$ cat src/rtl/reg_file_pkg.sv
// Shared core definitions: RoB geometry, architectural register count and
// the instruction-type encodings used by the decoder, the RoB and the register file.
package reg_file_pkg;

    localparam int unsigned RoB_WIDTH = 3;
    localparam int unsigned RoB_SIZE  = 1 << RoB_WIDTH;
    localparam int unsigned REG_NUM   = 32;
    localparam int unsigned REG_IDX_W = 5;
    localparam int unsigned XLEN      = 32;

    typedef enum logic [5:0] {
        INST_NONE  = 6'd0,
        INST_LUI   = 6'd1,
        INST_AUIPC = 6'd2,
        INST_JAL   = 6'd3,
        INST_JALR  = 6'd4,
        INST_BEQ   = 6'd5,
        INST_BNE   = 6'd6,
        INST_BLT   = 6'd7,
        INST_BGE   = 6'd8,
        INST_BLTU  = 6'd9,
        INST_BGEU  = 6'd10,
        INST_LB    = 6'd11,
        INST_LH    = 6'd12,
        INST_LW    = 6'd13,
        INST_LBU   = 6'd14,
        INST_LHU   = 6'd15,
        INST_SB    = 6'd16,
        INST_SH    = 6'd17,
        INST_SW    = 6'd18,
        INST_ADDI  = 6'd19,
        INST_SLTI  = 6'd20,
        INST_SLTIU = 6'd21,
        INST_XORI  = 6'd22,
        INST_ORI   = 6'd23,
        INST_ANDI  = 6'd24,
        INST_SLLI  = 6'd25,
        INST_SRLI  = 6'd26,
        INST_SRAI  = 6'd27,
        INST_ADD   = 6'd28,
        INST_SUB   = 6'd29,
        INST_SLL   = 6'd30,
        INST_SLT   = 6'd31,
        INST_SLTU  = 6'd32,
        INST_XORR  = 6'd33,
        INST_SRL   = 6'd34,
        INST_SRA   = 6'd35,
        INST_ORR   = 6'd36,
        INST_ANDR  = 6'd37
    } inst_type_t;

endpackage

$ cat src/rtl/reg_file_read_port.sv
// One source-operand read port: x0 forcing and same-cycle commit bypass
// applied on top of the stored register entry.
module reg_file_read_port
    import reg_file_pkg::*;
#(
    parameter int unsigned TAG_W = RoB_WIDTH
) (
    input  logic [REG_IDX_W-1:0] rs_i,
    input  logic [XLEN-1:0]      st_val_i,
    input  logic                 st_busy_i,
    input  logic [TAG_W-1:0]     st_tag_i,
    input  logic                 commit_en_i,
    input  logic [REG_IDX_W-1:0] commit_rd_i,
    input  logic [TAG_W-1:0]     commit_tag_i,
    input  logic [XLEN-1:0]      commit_val_i,
    output logic [XLEN-1:0]      val_c,
    output logic                 busy_c,
    output logic [TAG_W-1:0]     tag_c
);

    logic is_x0;
    logic bypass;

    assign is_x0  = (rs_i == '0);
    assign bypass = commit_en_i && !is_x0 && (commit_rd_i == rs_i)
                    && st_busy_i && (st_tag_i == commit_tag_i);

    always_comb begin
        val_c  = st_val_i;
        busy_c = st_busy_i;
        tag_c  = st_busy_i ? st_tag_i : '0;
        if (is_x0) begin
            val_c  = '0;
            busy_c = 1'b0;
            tag_c  = '0;
        end else if (bypass) begin
            // Retiring producer matches: operand is ready this very cycle
            val_c  = commit_val_i;
            busy_c = 1'b0;
            tag_c  = '0;
        end
    end

endmodule

$ cat src/rtl/reg_file.sv
// Committed architectural register file with per-register rename status
// (busy flag + youngest in-flight RoB tag), two read ports with commit bypass.
module reg_file #(
    parameter int unsigned RoB_WIDTH = reg_file_pkg::RoB_WIDTH,
    parameter int unsigned REG_NUM   = reg_file_pkg::REG_NUM
) (
    input  logic                 clk_in,
    input  logic                 rst_in,
    input  logic                 rdy_in,
    input  logic                 flush_in,
    input  logic [4:0]           rs1_in,
    input  logic [4:0]           rs2_in,
    output logic [31:0]          rs1_val_out,
    output logic [31:0]          rs2_val_out,
    output logic                 rs1_busy_out,
    output logic                 rs2_busy_out,
    output logic [RoB_WIDTH-1:0] rs1_tag_out,
    output logic [RoB_WIDTH-1:0] rs2_tag_out,
    input  logic                 rename_en_in,
    input  logic [4:0]           rename_rd_in,
    input  logic [RoB_WIDTH-1:0] rename_tag_in,
    input  logic                 commit_en_in,
    input  logic [4:0]           commit_rd_in,
    input  logic [RoB_WIDTH-1:0] commit_tag_in,
    input  logic [31:0]          commit_val_in
);

    logic [31:0]          val_q  [REG_NUM];
    logic [31:0]          val_d  [REG_NUM];
    logic [REG_NUM-1:0]   busy_q;
    logic [REG_NUM-1:0]   busy_d;
    logic [RoB_WIDTH-1:0] tag_q  [REG_NUM];
    logic [RoB_WIDTH-1:0] tag_d  [REG_NUM];

    logic commit_wr;
    logic rename_wr;
    logic flush_wr;

    assign commit_wr = rdy_in && commit_en_in && (commit_rd_in != '0);
    assign rename_wr = rdy_in && rename_en_in && (rename_rd_in != '0) && !flush_in;
    assign flush_wr  = rdy_in && flush_in;

    // Ordering commit -> flush -> rename gives rename priority on the same rd
    always_comb begin
        val_d  = val_q;
        busy_d = busy_q;
        tag_d  = tag_q;
        if (commit_wr) begin
            val_d[commit_rd_in] = commit_val_in;
            if (tag_q[commit_rd_in] == commit_tag_in) begin
                busy_d[commit_rd_in] = 1'b0;
                tag_d[commit_rd_in]  = '0;
            end
        end
        if (flush_wr) begin
            busy_d = '0;
            for (int i = 0; i < int'(REG_NUM); i++) begin
                tag_d[i] = '0;
            end
        end
        if (rename_wr) begin
            busy_d[rename_rd_in] = 1'b1;
            tag_d[rename_rd_in]  = rename_tag_in;
        end
    end

    always_ff @(posedge clk_in) begin
        if (rst_in) begin
            busy_q <= '0;
            for (int i = 0; i < int'(REG_NUM); i++) begin
                val_q[i] <= '0;
                tag_q[i] <= '0;
            end
        end else begin
            val_q  <= val_d;
            busy_q <= busy_d;
            tag_q  <= tag_d;
        end
    end

    reg_file_read_port #(.TAG_W(RoB_WIDTH)) u_rd_port1 (
        .rs_i         (rs1_in),
        .st_val_i     (val_q[rs1_in]),
        .st_busy_i    (busy_q[rs1_in]),
        .st_tag_i     (tag_q[rs1_in]),
        .commit_en_i  (rdy_in && commit_en_in),
        .commit_rd_i  (commit_rd_in),
        .commit_tag_i (commit_tag_in),
        .commit_val_i (commit_val_in),
        .val_c        (rs1_val_out),
        .busy_c       (rs1_busy_out),
        .tag_c        (rs1_tag_out)
    );

    reg_file_read_port #(.TAG_W(RoB_WIDTH)) u_rd_port2 (
        .rs_i         (rs2_in),
        .st_val_i     (val_q[rs2_in]),
        .st_busy_i    (busy_q[rs2_in]),
        .st_tag_i     (tag_q[rs2_in]),
        .commit_en_i  (rdy_in && commit_en_in),
        .commit_rd_i  (commit_rd_in),
        .commit_tag_i (commit_tag_in),
        .commit_val_i (commit_val_in),
        .val_c        (rs2_val_out),
        .busy_c       (rs2_busy_out),
        .tag_c        (rs2_tag_out)
    );

endmodule

$ cat config.mk
export PLATFORM = sky130hd
export DESIGN_NAME = reg_file
export DESIGN_NICKNAME = d
export VERILOG_FILES = /design/src/rtl/reg_file_pkg.sv /design/src/rtl/reg_file_read_port.sv /design/src/rtl/reg_file.sv
export SDC_FILE = /design/constraint.sdc
export NUM_CORES = 2
export LEC_CHECK = 0
export BUFFER_PORTS_ARGS = -buffer_cell sky130_fd_sc_hd__buf_2
export CAP_MARGIN = 20
export CELL_PAD_IN_SITES_DETAIL_PLACEMENT = 0
export CELL_PAD_IN_SITES_GLOBAL_PLACEMENT = 1
export CORE_MARGIN = 1.5
export CORE_UTILIZATION = 45
export DETAILED_ROUTE_END_ITERATION = 10
export PLACE_DENSITY_LB_ADDON = 0.05
export SETUP_SLACK_MARGIN = 0.02
export SKIP_LAST_GASP = 1
export SLEW_MARGIN = 10
export SYNTH_ARGS = -nofsm -noshare
export SYNTH_HDL_FRONTEND = slang
export SYNTH_HIERARCHICAL = 1
export SYNTH_SLANG_ARGS = --single-unit
$ cat constraint.sdc
create_clock -name clk_in -period 4.6 [get_ports clk_in]
set_input_delay 0.69 -clock clk_in [delete_from_list [all_inputs] [get_ports clk_in]]
set_output_delay 0.69 -clock clk_in [all_outputs]
set_load 0.01 [all_outputs]
### Word level (Yosys, flattened, before mapping)

Index checks and enable logic that the tools add are counted.

| word-level totals | value |
|---|---|
| flip-flop bits (word level) | 1,152 |
| output and inout port bits | 72 |
| word-level logic and storage cells | 169 |

| operators by class | value |
|---|---|
| order comparisons | 12 |
| eq/ne operators | 5 |
| mux-type cells | 53 |
| bitwise operators | 9 |
| reduce and logical (&&, ||, !) cells | 25 |

Operators by type and width:

| operator | count |
|---|---|
| 1024-bit bitwise mux | 1 |
| 32-bit two-way mux | 13 |
| 96-bit two-way mux | 4 |
| 32-bit binary-select mux with 5-bit select | 2 |
| 32-bit demux with 5-bit select | 1 |
| 96-bit bitwise AND | 1 |
| 96-bit bitwise mux | 1 |
| 96-bit NOT | 1 |
| 3-bit binary-select mux with 5-bit select | 3 |
| 3-bit two-way mux | 14 |
| 32-bit bitwise AND | 1 |
| 32-bit NOT | 1 |
| 32-bit bitwise OR | 1 |
| 3-bit demux with 5-bit select | 2 |
| 6-bit >= comparator, second input constant | 4 |
| 5-bit by 6-bit < comparator with 1-bit output, second input constant | 4 |
| 5-bit NOT with 6-bit output | 4 |
| 1-bit logical AND | 18 |
| 6-bit by 1-bit < comparator with 1-bit output, second input constant | 2 |
| 1-bit binary-select mux with 5-bit select | 2 |
| 1-bit demux with 5-bit select | 2 |
| 5-bit == test | 2 |
| 5-bit by 1-bit >= comparator with 1-bit output, second input constant | 2 |
| 5-bit logical NOT | 2 |
| other kinds (4) | 16 |

### Longest topological paths before layout

| depth | value |
|---|---|
| depth after elaboration | 12 |
| gate-level depth with buffers | 12 |
| gate-level depth less buffers | 8 |

### Cells and area by module

Netlist, hierarchy kept.

Modules (own cells, without submodules):

| module | instances | cells an instance | area an instance (sq um) | seq. area each (sq um) |
|---|---|---|---|---|
| reg_file | 1 | 6,075 | 58,481.1 | 23,062.1 |
| reg_file_read_port | 2 | 123 | 762.0 | 0.0 |

### Least setup slack after synthesis

Ideal clock, no wire load.

| timing path | value |
|---|---|
| path kind | input to output |
| start | in rs1_in[0] |
| end | out rs1_val_out[0] |
| arrival time | 3.985 ns |
| required time | 3.910 ns |
| slack | -0.075 ns |
| stages | 11 |
| buffers on the path | 4 |
| cell sequence | clkbuf_1 > buf_1 > mux4_2 > mux4_2 > mux2_2 > xnor2_1 > nand3_1 > or4_1 > buf_4 > buf_6 > mux2i_1 |

| on the way | value |
|---|---|
| word-level cells in the longest chain between the ends | 8 |
| elaborated cells on any way between the ends | 19 |
| classes of those cells | eq/ne: 2; mux: 10; bitwise: 1; reduce/logical: 6 |

Ends and longest elaborated chain:

| item | RTL line | RTL |
|---|---|---|
| start, declared | reg_file.sv:11 | `input logic [4:0] rs1_in,` |
| 5-bit NOT with 6-bit output (not written as such) / 5-bit logical NOT (equally long branches) | reg_file.sv:83, reg_file.sv:85, reg_file_read_port.sv:24 |  |
| 3-bit binary-select mux with 5-bit select / 1-bit logical NOT (equally long branches) | reg_file.sv:85, reg_file_read_port.sv:25 |  |
| 3-bit two-way mux (not written as such) / 1-bit logical AND (equally long branches) (2 in series) | reg_file.sv:85, reg_file_read_port.sv:25 |  |
| 3-bit == test / 1-bit logical AND (equally long branches) | reg_file_read_port.sv:26 | `&& st_busy_i && (st_tag_i == commit_tag_i);` |
| 1-bit logical AND | reg_file_read_port.sv:26 |  |
| 32-bit two-way mux | reg_file_read_port.sv:36 | `end else if (bypass) begin` |
| 32-bit two-way mux * | reg_file_read_port.sv:32 | `if (is_x0) begin` |
| end, declared | reg_file.sv:13 | `output logic [31:0] rs1_val_out,` |

Mark *: on every way between the ends. The rest lies on a longest branch, timed or not. The select of a mux whose other input is x is not followed.

### Worst setup path in the final report

| timing path | value |
|---|---|
| start | reg tag_q[26] (netlist name) |
| end | out rs1_val_out[24] |

| on the way | value |
|---|---|
| word-level cells in the longest chain between the ends | 7 |

Ends and longest elaborated chain:

| item | RTL line | RTL |
|---|---|---|
| start, declared | reg_file.sv:32 | `logic [RoB_WIDTH-1:0] tag_q [REG_NUM];` |
| start signal, assigned | reg_file.sv:77 | `tag_q <= tag_d;` |
| 3-bit binary-select mux with 5-bit select | reg_file.sv:85 | `.st_tag_i (tag_q[rs1_in]),` |
| 3-bit two-way mux (not written as such) (2 in series) | reg_file.sv:85 |  |
| 3-bit == test | reg_file_read_port.sv:26 |  |
| 1-bit logical AND | reg_file_read_port.sv:26 |  |
| 32-bit two-way mux | reg_file_read_port.sv:36 |  |
| 32-bit two-way mux | reg_file_read_port.sv:32 |  |

No other way between the ends. The select of a mux whose other input is x is not followed.

==> results.py <==
metrics = {
    "critical_path": {
        "worst_r2r_path_depth": 8,
        "crit_slowest_cell": "mux4_2",
        "r2r_start": "tag_q[40]",
        "worstSetupEndpointType": "output port",
        "path_class": "reg2out",
        "start_kind": "flop",
        "crit_fanout": 8,
        "cp.arrival_ns": 3.98,
        "r2r_slack_ns": 1.87,
        "critical_path.cell_chain": "mux4_2 -> mux4_2 -> mux2_4 -> xnor2_1 -> nand4_1 -> or4_4 -> buf_12 -> buf_12 -> mux2i_4 -> buf_6",
        "slowest_delay_ns": 0.51,
        "timing.rr.end": "busy_q[28]",
        "worstPathRequired_ns": 3.91,
    },
    "grt": {
        "grt_pass1_vias": 47942,
        "antenna_found_initial": 3,
        "grt_pass1_wl_um": 353000,
        "grt_overflow_total": 0,
        "grt_util_all_layers_pct": 35.8,
        "grt_max_degree": 222,
    },
    "power": {
        "irDropWorstVdd_mv": 0.341,
        "powerDensity_nw_per_um2": 337,
        "leakage_nw": 22.6,
        "p_total_w": 0.0228,
    },
    "yosys": {
        "synthAdderAreaFrac_pct": 0,
        "synthArstFlopShare_pct": 0,
        "synth_compound_gate_area_share_pct": 9.90,
        "synth_edf_count": 0,
        "yosysUniqueCellTypes": 49,
        "synth_seq_area_share_pct": 38.4,
        "synth_area_per_cell_um2": 9.49,
        "synthesis.nets": 6385,
        "ys_warn_count": 6,
        "synth-main-ff-cell": "dfxtp_1",
        "synth_area_um2": 60000,
        "syn_inst": 6321,
        "synth_top_family_by_area": "multiplexers",
        "synthMuxAreaShare_pct": 30.3,
        "synthXorXnorAreaFrac_pct": 0.290,
        "ys_seq_elements": 1152,
        "synth-simple-area-share_pct": 16.4,
    },
    "route": {
        "drt_iter0_markers": 6741,
        "wl_met2_um": 112000,
        "drc_errors": 0,
        "wl_met3_um": 24100,
        "via_per_inst": 6.38,
        "routed.top_layer": "met5",
        "wl_per_cell_um": 30.7,
        "detail-route-antenna-nets": 0,
        "vias": 51178,
        "dr.pass1.iters": 6,
        "drt-met1-wl_um": 100000,
        "routed_wl_um": 246000,
    },
    "clocking": {
        "cts_tree": "done",
        "cts_buffers": 135,
        "ctsHoldBuffers": 0,
        "clk_pin_slew_ns": 0.06,
        "cts_max_path_buffers": 3,
        "htree_levels": 4,
        "cts.sink_count": 1152,
        "clk_latency_ns": 0.79,
        "root_buffer": "clkbuf_16",
    },
    "sta": {
        "period_share_pct": 102,
        "tightest_slew_ns": 1.27,
        "slew_violations": 0,
        "fmax_mhz": 214,
        "fin_skew_ns": 0.0188,
        "fin_ws_ns": -0.0721,
        "final_hold_viol_count": 0,
        "finalSetupViolCount": 20,
        "slew_headroom_pct": 15.0,
        "rsz0062_at_grt": "yes",
        "fin_crit_ns": 4.67,
    },
    "layout": {
        "final_area_um2": 67800,
        "nFillCells": 11970,
        "final_common_cell": "nand2_1",
        "diodes": 0,
        "final_cell_mix": "nand2_1 (2118), dfxtp_1 (1119), a21oi_1 (992)",
        "area_growth_syn_to_layout_pct": 13.0,
        "drive_gt1_share_pct": 23.9,
        "finish.net_count": 6229,
    },
    "placement": {
        "portBuffers": 135,
        "postPlaceCellArea_um2": 62800,
        "gp_congestion": 0.909,
        "pre_cts_ws_ns": -0.148,
        "dp_hpwl_um": 143000,
    },
    "die": {
        "die_y_um": 368,
        "core_um2": 132000,
        "start_util_pct": 45.5,
        "die_area_um2": 136000,
        "rows": 133,
        "fp.dieW_um": 368,
        "pin_count": 136,
    },
    "outcome": {
        "outcome": "finished with violations",
        "violations": "negative setup slack",
    },
    "worst_hold_path": {
        "hold_end": "val_q[280]",
        "hold_class": "in2reg",
        "hold_depth": 3,
        "hp-start": "commit_val_in[24]",
    },
    "run": {
        "drv_cap": 0,
    },
}
## worst max-delay path: cells and delay by family (launching register included)
kind,cells,cell delay (ns)
xor gates and xnor gates,1,0.16
buffers and inverters,3,0.51
DFF,1,0.37
muxes,4,1.53
and+or+nand+nor,2,0.59
## power by group
group / internal [W] / total (W) / switching (W)
Sequential: 0.0100 / 0.0100 / 0.0000289
Clock: 0.00657 / 0.0111 / 0.00458
Combinational: 0.000483 / 0.00162 / 0.00114
## logic make-up (layout without fill, tap and decap cells)
| logic type | Yosys count | in the layout |
|---|---|---|
| XOR/XNOR | 19 | 19 |
| multiplexers | 895 | 895 |
| AND/OR/NAND/NOR | 2411 | 2411 |
| AO/OA/AOI/OAI | 1146 | 1146 |
| buffers and inverters | 698 | 646 |
| flip-flops | 1152 | 1152 |
## routing by layer
layer,global-route usage (%),vias up
met5,0,-
met4,14.2,2
met3,7.11,525
met2,54.9,2831
met1,49.8,25757
li1,-,22063
## what timing repair did
action | CTS | global route
setup buffers | 3 | 1
endpoints found under the setup margin | 72 | 70
cloned | 4 | 4
pin swaps | 2 | 6
gates resized for setup | 54 | 27
## how the worst max path moves through the flow
| stage | from | endpoint | slack, ns | cells past startpoint |
|---|---|---|---|---|
| detailed placement | rs1_in[0] | rs1_val_out[24] | -0.15 | 11 |
| global route | tag_q[25] | rs1_val_out[24] | -0.09 | 10 |
| global placement | rs1_in[0] | rs1_val_out[24] | -0.17 | 11 |
| floorplan | rs1_in[0] | rs1_val_out[0] | 0.05 | 12 |
| finish | tag_q[26] | rs1_val_out[24] | -0.07 | 10 |
| CTS | tag_q[24] | rs1_val_out[26] | -0.07 | 9 |
## area by class of cell
type	count	area (um^2)	share of cell area (%)
Multi-Input combinational cell	4471	34600	51.0
Sequential cell	1152	23100	34.1
Clock buffer	204	4040	5.96
Timing Repair Buffer	339	3110	4.59
Tap cell	1755	2200	3.24
Clock inverter	37	474	0.700
Inverter	66	248	0.366
## synth_stat cells, drive strengths merged, types with 2 or more instances
master | n | area share, %
nand3b | 3 | 0.038
and2b | 2 | 0.025
dfxtp | 1152 | 38
inv | 66 | 0.41
nand2b | 5 | 0.052
or3b | 3 | 0.044
and2 | 5 | 0.052
and3 | 2 | 0.021
o21ai | 9 | 0.075
mux4 | 729 | 27
mux2 | 74 | 1.4
xnor2 | 18 | 0.28
nor3 | 42 | 0.93
nor2b | 34 | 0.35
or4 | 2 | 0.025
clkbuf | 508 | 3.2
nor3b | 3 | 0.054
nand4 | 3 | 0.031
buf | 124 | 1.1
nor2 | 44 | 0.28
a31oi | 2 | 0.021
nand2 | 2152 | 13
and4 | 6 | 0.088
a21oi | 993 | 8.3
a22oi | 4 | 0.058
nand3 | 99 | 0.83
o22ai | 134 | 1.4
or3 | 3 | 0.031
a21bo | 2 | 0.033
mux2i | 92 | 1.5
## through the flow
stage / instances / setup TNS [ns] / util (%) / hold slack, ns
finish: 8024 / -0.366 / 51.4 / 0.293
global route: 8024 / -1.83 / 51.4 / 0.286
CTS: 8020 / -0.694 / 51.2 / 0.245
detailed placement: 7772 / -1.89 / 47.6 / 0.456
global placement: 7771 / -2.46 / 47.6 / 0.448
floorplan: 6321 / 0 / - / 0.442
## flip-flops by register name, indices dropped and copies added (netlist names)
signal,cells
busy_q,32
val_q,1024
tag_q,96
Power figures use the tool's default switching activity.
